File: src/rtl/count_sampler_if.sv
// Bus bundle between the count sampler and its consumer: raw count and
// control inputs in, filtered count, event pulses and status out.
interface count_sampler_if #(
    parameter int W      = 4,
    parameter int WRAP_W = 8
);
    logic [W-1:0]      cnt_in;
    logic              en;
    logic [W-1:0]      match_val;
    logic              err_clr;
    logic [W-1:0]      cnt_out;
    logic              cnt_valid;
    logic              step_pulse;
    logic              wrap_pulse;
    logic              match_pulse;
    logic [WRAP_W-1:0] wrap_count;
    logic              err;

    // Side that drives the raw count and controls, and reads the results.
    modport master (
        output cnt_in, en, match_val, err_clr,
        input  cnt_out, cnt_valid, step_pulse, wrap_pulse, match_pulse,
               wrap_count, err
    );

    // The sampler itself.
    modport slave (
        input  cnt_in, en, match_val, err_clr,
        output cnt_out, cnt_valid, step_pulse, wrap_pulse, match_pulse,
               wrap_count, err
    );
endinterface

File: src/rtl/count_sampler.sv
// Count sampler: brings a rippling counter bus into the clk domain, accepts a
// code only once it has been seen on STABLE_N consecutive samples, and tracks
// the accepted sequence (step / wrap / match events, wrap count, sticky error).
module count_sampler #(
    parameter int W        = 4,
    parameter int WRAP_W   = 8,
    parameter int STABLE_N = 2
) (
    input  logic              clk,
    input  logic              clr,
    count_sampler_if.slave    bus
);
    localparam int                HOLD_W   = $clog2(STABLE_N + 1);
    localparam logic [HOLD_W-1:0] HOLD_MAX = HOLD_W'(STABLE_N);
    localparam logic [W-1:0]      CNT_MAX  = {W{1'b1}};
    localparam logic [WRAP_W-1:0] WRAP_MAX = {WRAP_W{1'b1}};

    typedef enum logic [1:0] {
        ST_INIT  = 2'd0,
        ST_TRACK = 2'd1,
        ST_ERR   = 2'd2
    } state_t;

    // Sampling pipeline
    logic [W-1:0]      r_s1;
    logic [W-1:0]      r_s2;
    logic              r_s1_vld;
    logic              r_s2_vld;
    logic [HOLD_W-1:0] r_hold;

    // Tracking state and registered outputs
    state_t            r_state;
    logic [W-1:0]      r_cnt;
    logic              r_valid;
    logic              r_step;
    logic              r_wrap;
    logic              r_match;
    logic [WRAP_W-1:0] r_wraps;
    logic              r_err;

    // Combinational helpers and next-state values
    logic              w_eq;
    logic              w_stable;
    logic [HOLD_W-1:0] w_hold_next;
    logic [W-1:0]      w_inc;
    state_t            w_state_next;
    logic [W-1:0]      w_cnt_next;
    logic              w_valid_next;
    logic              w_step_next;
    logic              w_wrap_next;
    logic              w_match_next;
    logic [WRAP_W-1:0] w_wraps_next;
    logic              w_err_next;

    // The zeros left in s1/s2 by reset are not real samples of the bus, so a
    // comparison only counts once s2 holds something sampled after reset.
    // Without this, the reset value 0 would be accepted right after release.
    assign w_eq     = r_s2_vld && (r_s1 == r_s2);
    assign w_stable = w_eq && ((int'(r_hold) + 2) >= STABLE_N);
    assign w_inc    = r_cnt + W'(1);

    always_comb begin
        w_hold_next = '0;
        if (w_eq) begin
            w_hold_next = (r_hold == HOLD_MAX) ? r_hold : r_hold + HOLD_W'(1);
        end
    end

    // Two-stage sampler of the asynchronous count bus plus stability run length.
    always_ff @(posedge clk) begin
        if (!clr) begin
            r_s1     <= '0;
            r_s2     <= '0;
            r_s1_vld <= 1'b0;
            r_s2_vld <= 1'b0;
            r_hold   <= '0;
        end else begin
            r_s1     <= bus.cnt_in;
            r_s2     <= r_s1;
            r_s1_vld <= 1'b1;
            r_s2_vld <= r_s1_vld;
            r_hold   <= w_hold_next;
        end
    end

    // Next-state and output decode for the INIT / TRACK / ERR tracker.
    always_comb begin
        w_state_next = r_state;
        w_cnt_next   = r_cnt;
        w_valid_next = r_valid;
        w_step_next  = 1'b0;
        w_wrap_next  = 1'b0;
        w_match_next = 1'b0;
        w_wraps_next = r_wraps;
        w_err_next   = r_err;

        case (r_state)
            ST_INIT: begin
                // First stable value after enable is taken even if it equals
                // the held cnt_out, so tracking restarts from a known value.
                if (bus.en && w_stable) begin
                    w_cnt_next   = r_s2;
                    w_valid_next = 1'b1;
                    w_state_next = ST_TRACK;
                    w_match_next = (r_s2 == bus.match_val);
                end
            end

            ST_TRACK: begin
                if (!bus.en) begin
                    w_state_next = ST_INIT;
                    w_valid_next = 1'b0;
                end else if (w_stable && (r_s2 != r_cnt)) begin
                    w_cnt_next = r_s2;
                    if (r_s2 == w_inc) begin
                        w_step_next  = 1'b1;
                        w_match_next = (r_s2 == bus.match_val);
                        if (r_cnt == CNT_MAX) begin
                            w_wrap_next = 1'b1;
                            if (r_wraps != WRAP_MAX) begin
                                w_wraps_next = r_wraps + WRAP_W'(1);
                            end
                        end
                    end else if (r_s2 == '0) begin
                        // Upstream counter was cleared: plain reload.
                        w_match_next = (r_s2 == bus.match_val);
                    end else begin
                        w_err_next   = 1'b1;
                        w_valid_next = 1'b0;
                        w_state_next = ST_ERR;
                    end
                end
            end

            ST_ERR: begin
                // Keep following the bus silently until software clears.
                if (w_stable && (r_s2 != r_cnt)) begin
                    w_cnt_next = r_s2;
                end
                if (bus.err_clr) begin
                    w_err_next   = 1'b0;
                    w_state_next = ST_INIT;
                end
            end

            default: begin
                w_state_next = ST_INIT;
                w_valid_next = 1'b0;
            end
        endcase
    end

    // State register and registered outputs.
    always_ff @(posedge clk) begin
        if (!clr) begin
            r_state <= ST_INIT;
            r_cnt   <= '0;
            r_valid <= 1'b0;
            r_step  <= 1'b0;
            r_wrap  <= 1'b0;
            r_match <= 1'b0;
            r_wraps <= '0;
            r_err   <= 1'b0;
        end else begin
            r_state <= w_state_next;
            r_cnt   <= w_cnt_next;
            r_valid <= w_valid_next;
            r_step  <= w_step_next;
            r_wrap  <= w_wrap_next;
            r_match <= w_match_next;
            r_wraps <= w_wraps_next;
            r_err   <= w_err_next;
        end
    end

    assign bus.cnt_out     = r_cnt;
    assign bus.cnt_valid   = r_valid;
    assign bus.step_pulse  = r_step;
    assign bus.wrap_pulse  = r_wrap;
    assign bus.match_pulse = r_match;
    assign bus.wrap_count  = r_wraps;
    assign bus.err         = r_err;
endmodule

File: src/flat_wrapper.sv
// flat-port wrapper written by rule: the top's interface ports become plain ports
module count_sampler_flat 
#(
    parameter int W        = 4,
    parameter int WRAP_W   = 8,
    parameter int STABLE_N = 2
)
  (clk, clr, bus_cnt_in, bus_en, bus_match_val, bus_err_clr, bus_cnt_out, bus_cnt_valid, bus_step_pulse, bus_wrap_pulse, bus_match_pulse, bus_wrap_count, bus_err);
  count_sampler_if #(.W(W), .WRAP_W(WRAP_W)) bus_i ();
  input  logic clk;
  input  logic clr;
  input wire logic [$bits(bus_i.cnt_in)-1:0] bus_cnt_in;
  input wire logic [$bits(bus_i.en)-1:0] bus_en;
  input wire logic [$bits(bus_i.match_val)-1:0] bus_match_val;
  input wire logic [$bits(bus_i.err_clr)-1:0] bus_err_clr;
  output wire logic [$bits(bus_i.cnt_out)-1:0] bus_cnt_out;
  output wire logic [$bits(bus_i.cnt_valid)-1:0] bus_cnt_valid;
  output wire logic [$bits(bus_i.step_pulse)-1:0] bus_step_pulse;
  output wire logic [$bits(bus_i.wrap_pulse)-1:0] bus_wrap_pulse;
  output wire logic [$bits(bus_i.match_pulse)-1:0] bus_match_pulse;
  output wire logic [$bits(bus_i.wrap_count)-1:0] bus_wrap_count;
  output wire logic [$bits(bus_i.err)-1:0] bus_err;
  assign bus_i.cnt_in = bus_cnt_in;
  assign bus_i.en = bus_en;
  assign bus_i.match_val = bus_match_val;
  assign bus_i.err_clr = bus_err_clr;
  assign bus_cnt_out = bus_i.cnt_out;
  assign bus_cnt_valid = bus_i.cnt_valid;
  assign bus_step_pulse = bus_i.step_pulse;
  assign bus_wrap_pulse = bus_i.wrap_pulse;
  assign bus_match_pulse = bus_i.match_pulse;
  assign bus_wrap_count = bus_i.wrap_count;
  assign bus_err = bus_i.err;
  count_sampler #(.W(W), .WRAP_W(WRAP_W), .STABLE_N(STABLE_N)) u_core (.clk(clk), .clr(clr), .bus(bus_i));
endmodule
File: config.mk
export PLATFORM = sky130hd
export DESIGN_NAME = count_sampler_flat
export DESIGN_NICKNAME = d
export VERILOG_FILES = /design/src/rtl/count_sampler_if.sv /design/src/rtl/count_sampler.sv /design/src/flat_wrapper.sv
export SDC_FILE = /design/constraint.sdc
export NUM_CORES = 1
export LEC_CHECK = 0
export CORE_MARGIN = 3
export CORE_UTILIZATION = 40
export CTS_BUF_LIST = sky130_fd_sc_hd__clkbuf_4 sky130_fd_sc_hd__clkbuf_8
export CTS_CLUSTER_DIAMETER = 40
export DETAILED_ROUTE_END_ITERATION = 8
export GPL_TIMING_DRIVEN = 1
export RECOVER_POWER = 50
export SLEW_MARGIN = 20
export SYNTH_ARGS = -nofsm -noshare
export SYNTH_HDL_FRONTEND = slang
export SYNTH_SLANG_ARGS = --single-unit
File: constraint.sdc
create_clock -name clk -period 2.7 [get_ports clk]
set_input_delay 0.27 -clock clk [delete_from_list [all_inputs] [get_ports clk]]
set_output_delay 0.27 -clock clk [all_outputs]
set_load 0.02 [all_outputs]
### Yosys cells after proc, flatten, opt, wreduce, memory -nomap -nowiden

Cells that the tools add are included.
W data, S select, Z words.

| word-level totals | value |
|---|---|
| bits in registers | 31 |
| bits in latches | 0 |
| RAM bits | 0 |
| ROM bits | 0 |
| input bits | 12 |
| output and inout port bits | 17 |
| logic and storage cells | 85 |
| memories | 0 |

| operators by class | value |
|---|---|
| $add $sub $neg | 4 |
| $mul | 0 |
| divide/modulo/power cells | 0 |
| order comparisons | 1 |
| eq/ne operators | 18 |
| shift operators | 0 |
| multiplexer cells | 32 |
| bitwise operators | 1 |
| reductions and logical operators | 16 |

Operator list:

| cell | number |
|---|---|
| $ge A32 B3 Y1 const B | 1 |
| $mux W1 | 18 |
| $reduce_and A5 Y1 | 3 |
| $eq A4 B4 Y1 | 3 |
| $mux W2 | 6 |
| $mux W4 | 3 |
| $pmux W4 S3 | 1 |
| $reduce_and A6 Y1 | 2 |
| $add A8 B1 Y8 const B | 1 |
| $ne A2 B2 Y1 const B | 4 |
| $ne A8 B8 Y1 const B | 1 |
| $ne A3 B3 Y1 const B | 2 |
| $pmux W2 S3 | 1 |
| $add A4 B1 Y4 const B | 1 |
| $eq A2 B2 Y1 const B | 2 |
| $eq A4 B4 Y1 const B | 1 |
| $logic_and A1 B1 Y1 | 4 |
| $logic_not A4 Y1 | 1 |
| $ne A2 B1 Y1 const B | 2 |
| $ne A4 B4 Y1 | 1 |
| $pmux W1 S2 | 2 |
| $reduce_and A4 Y1 | 1 |
| $add A2 B2 Y3 const B | 1 |
| $ne A3 B2 Y1 const B | 1 |
| other kinds (9) | 9 |

### Longest topological paths before layout

| logic depth | value |
|---|---|
| depth after elaboration | 7 |
| mapped depth | 8 |
| depth with buffers taken out | 8 |

### Least setup slack after synthesis

No wires, ideal clock.

| path | value |
|---|---|
| path kind | register to register |
| start | register u_core.r_cnt[1] (netlist: u_core.bus.cnt_out[1]) |
| end | register u_core.r_wraps[5] (netlist: u_core.bus.wrap_count[5]) |
| library setup time | 0.071 ns |
| arrival | 2.032 ns |
| data required time | 2.629 ns |
| slack | 0.598 ns |
| stages on the path, launching flop included | 8 |
| buffers on the path | 0 |
| cell sequence | dfxtp_1 -> ha_1 -> xnor2_1 -> and2_1 -> and4_1 -> nand2_4 -> or4_1 -> a21oi_1 |

| on the way | value |
|---|---|
| word-level cells in the longest chain between the ends | 3 |
| elaborated cells on any way between the ends | 6 |

RTL lines:

| element | line | source |
|---|---|---|
| start, declared | count_sampler.sv:33 | `logic [W-1:0] r_cnt;` |
| start signal, assigned | count_sampler.sv:166 | `r_cnt <= w_cnt_next;` |
| $add A4 B1 Y4 or $ne A4 B4 Y1 (tied branches) | count_sampler.sv:60, count_sampler.sv:113 |  |
| $eq A4 B4 Y1 or $logic_and A1 B1 Y1 (tied branches) | count_sampler.sv:115, count_sampler.sv:113 |  |
| $reduce_and A6 Y1 (no source line) (*) | - |  |
| end signal, assigned | count_sampler.sv:171 | `r_wraps <= w_wraps_next;` |
| end, declared | count_sampler.sv:38 | `logic [WRAP_W-1:0] r_wraps;` |

Mark *: on every way between the ends. The rest lies on a longest branch, timed or not.
A chain may end at the register's enable or synchronous reset.

### Worst setup path after layout

Ends and elaborated chain as after synthesis.

==> metrics.cfg <==
[status]
status = complete, no violations

[timing]
slew_headroom_pct = 68.33
fmax_ghz = 0.4606
min_period_ps = 2171
clock_skew_ps = 6.065
finalCritPeriodShare_pct = 80.41
hold_slack_ps = 438.3
rsz0062_at_grt = no
slew_viol_final = 0
worst_pin_slew_ps = 474.1
setup-tns-final_ps = 0
setup_viol = 0
hold_violations = 0

[final_layout]
utilization_pct = 55.89
syn_to_final_growth_pct = 28.58
final_cell_mix = 29 x dfxtp_1, 14 x clkdlybuf4s50_1, 14 x dlygate4sd3_1
final_cells = 232
final_nets = 202
layout-drive-gt1-share_pct = 12.37
layout_commonest_cell = dfxtp_1
n_antenna_cell = 0

[die]
die_h_um = 67.62
die_area_um2 = 4572
core_area_um2 = 3495
pin_count = 29
initial_core_util_pct = 43.47
fp.dieW_um = 67.62
fp-row-count = 21

[global_route]
grt_max_degree = 14
grt_overflow = 0
grt_pass1_vias = 1193
grt_usage_pct = 15.69
antenna_found_initial = 0
grt_pass1_wl_um = 5326

[yosys]
async_flop_share_pct = 0
syn_inst = 153
synth_edf_count = 0
ys.warnings.count = 0
synth.avg_cell_area_um2 = 9.928
ys_ff_latch = 29
syn-num-nets = 170
netlist_area_um2 = 1519
ys.flop_type = dfxtp_1
synth_cell_types = 40
ys_seq_area_share_pct = 38.22

[place]
place_congestion = 0.7969
io_buffer_count = 28
dp.cells = 224
hpwl_um = 2334

[clock_network]
post_cts_buffers = 0
clock_sinks = 29
htreeDepth = 2
clock_latency_ps = 280
root_buffer = clkbuf_8
clkTransAtPathRegs_ps = 70
cts_buffer_depth = 2
cts_tree = done
cts_inserted_buffers = 5
holdBufCountCts = 0
ctsResizeCount = 0

[worst_setup_path]
cp.required_ps = 2900
crit_path_start_kind = flip-flop
path_max_fanout = 8
crit_type = flip-flop to flip-flop
cp.arrival_ps = 2380
cp-end-kind = flip-flop

[power_and_ir_drop]
p_per_area_nw_per_um2 = 601.9
vdd_drop_max_uv = 352.8
leakagePower_nw = 0.8139

[route]
drtIter0Drc = 113
viasPerCell = 4.948
route.final.wire_length_um = 3009
route.vias.total = 1148
first_pass_iters = 4
drc_errors = 0
ant_nets = 0
wl_per_cell_um = 12.97

[flow_run]
drv_cap = 0

[worst_hold_path]
hold_path_class = flip-flop to flip-flop

flip-flops by register name, indices dropped and copies added (netlist names):
signal and flops:
u_core.bus.wrap_count 8, u_core.bus.cnt_out 4, u_core.r_s1 4, u_core.r_s2 4, u_core.r_state 2, u_core.bus.cnt_valid 1, u_core.bus.err 1, u_core.bus.match_pulse 1
u_core.bus.step_pulse 1, u_core.bus.wrap_pulse 1, u_core.r_s1_vld 1, u_core.r_s2_vld 1
worst max-delay path: stages, from the launching register on:
cell	delay [ps]
dfxtp_1	430
ha_1	280
xnor2_1	140
and2_1	170
and4_1	310
nand2_4	120
or4_1	480
a21oi_1	160
area by class of cell:
class,count,area (um^2)
Clock buffer,6,82.58
Multi-Input combinational cell,110,862.1
Inverter,7,26.28
Timing Repair Buffer,32,306.5
Tap cell,46,57.56
Sequential cell,29,580.6
Fill cell,322,1541
Clock inverter,2,37.54
per-layer routing:
layer | global-route usage, % | part of all wire [%]
met5 | 0 | 0
met4 | 6.076 | 1.6
met1 | 20.12 | 49
met3 | 4.326 | 4.4
met2 | 24.79 | 45
power by group:
group	internal [mW]	switching (mW)
Sequential	0.452	0.0173
Combinational	0.114	0.124
Clock	0.300	0.169
Total	0.865	0.310
synth_stat cells (all sizes together) (2+ instances only):
master	n	area share, %
xor2	9	5.7
or4	2	0.99
and4	2	1.2
o21ai	2	0.66
a21oi	5	1.6
ha	5	4.1
nor4	7	4.3
buf	4	2.6
nand3	8	3.5
nor2	12	3.0
o31ai	2	0.99
mux2i	8	5.3
clkbuf	3	0.74
and2	11	4.5
xnor2	10	9.5
dfxtp	29	38
a211oi	2	1.3
inv	7	1.7
nand2	11	3.2
nand4	2	0.82
stage by stage:
stage	area (um^2)	power (mW)	setup WS, ps
global route	1953	1.239	341.1
CTS	1957	1.193	529.3
finish	1953	1.176	529.0
floorplan	1519	0.6564	597.6
detailed placement	1837	0.7206	527.4
global placement	1837	0.7185	554.1
path summary, 6_finish.rpt:
check / from / to / slack (ps) / depth (start not counted)
min: u_core.r_s1_vld$_DFF_P_ / u_core.r_s2_vld$_SDFF_PN0_ / 440 / 1
max: u_core.bus.cnt_out[1]$_SDFFE_PN0P_ / u_core.bus.wrap_count[5]$_SDFFE_PN0P_ / 530 / 7
min reg2reg: u_core.r_s1_vld$_DFF_P_ / u_core.r_s2_vld$_SDFF_PN0_ / 440 / 1
max reg2reg: u_core.bus.cnt_out[1]$_SDFFE_PN0P_ / u_core.bus.wrap_count[5]$_SDFFE_PN0P_ / 530 / 7
cells by family after synthesis:
logic type	after synthesis	share of synthesized area (%)
multiplexers	8	5.272
AO/OA/AOI/OAI	18	8.814
AND/OR/NAND/NOR	60	23.39
flip-flops	29	38.22
buffers and inverters	14	5.025
adder cells (fa/ha/maj)	5	4.119
XOR/XNOR	19	15.16
(Power assumes the default switching activity.)
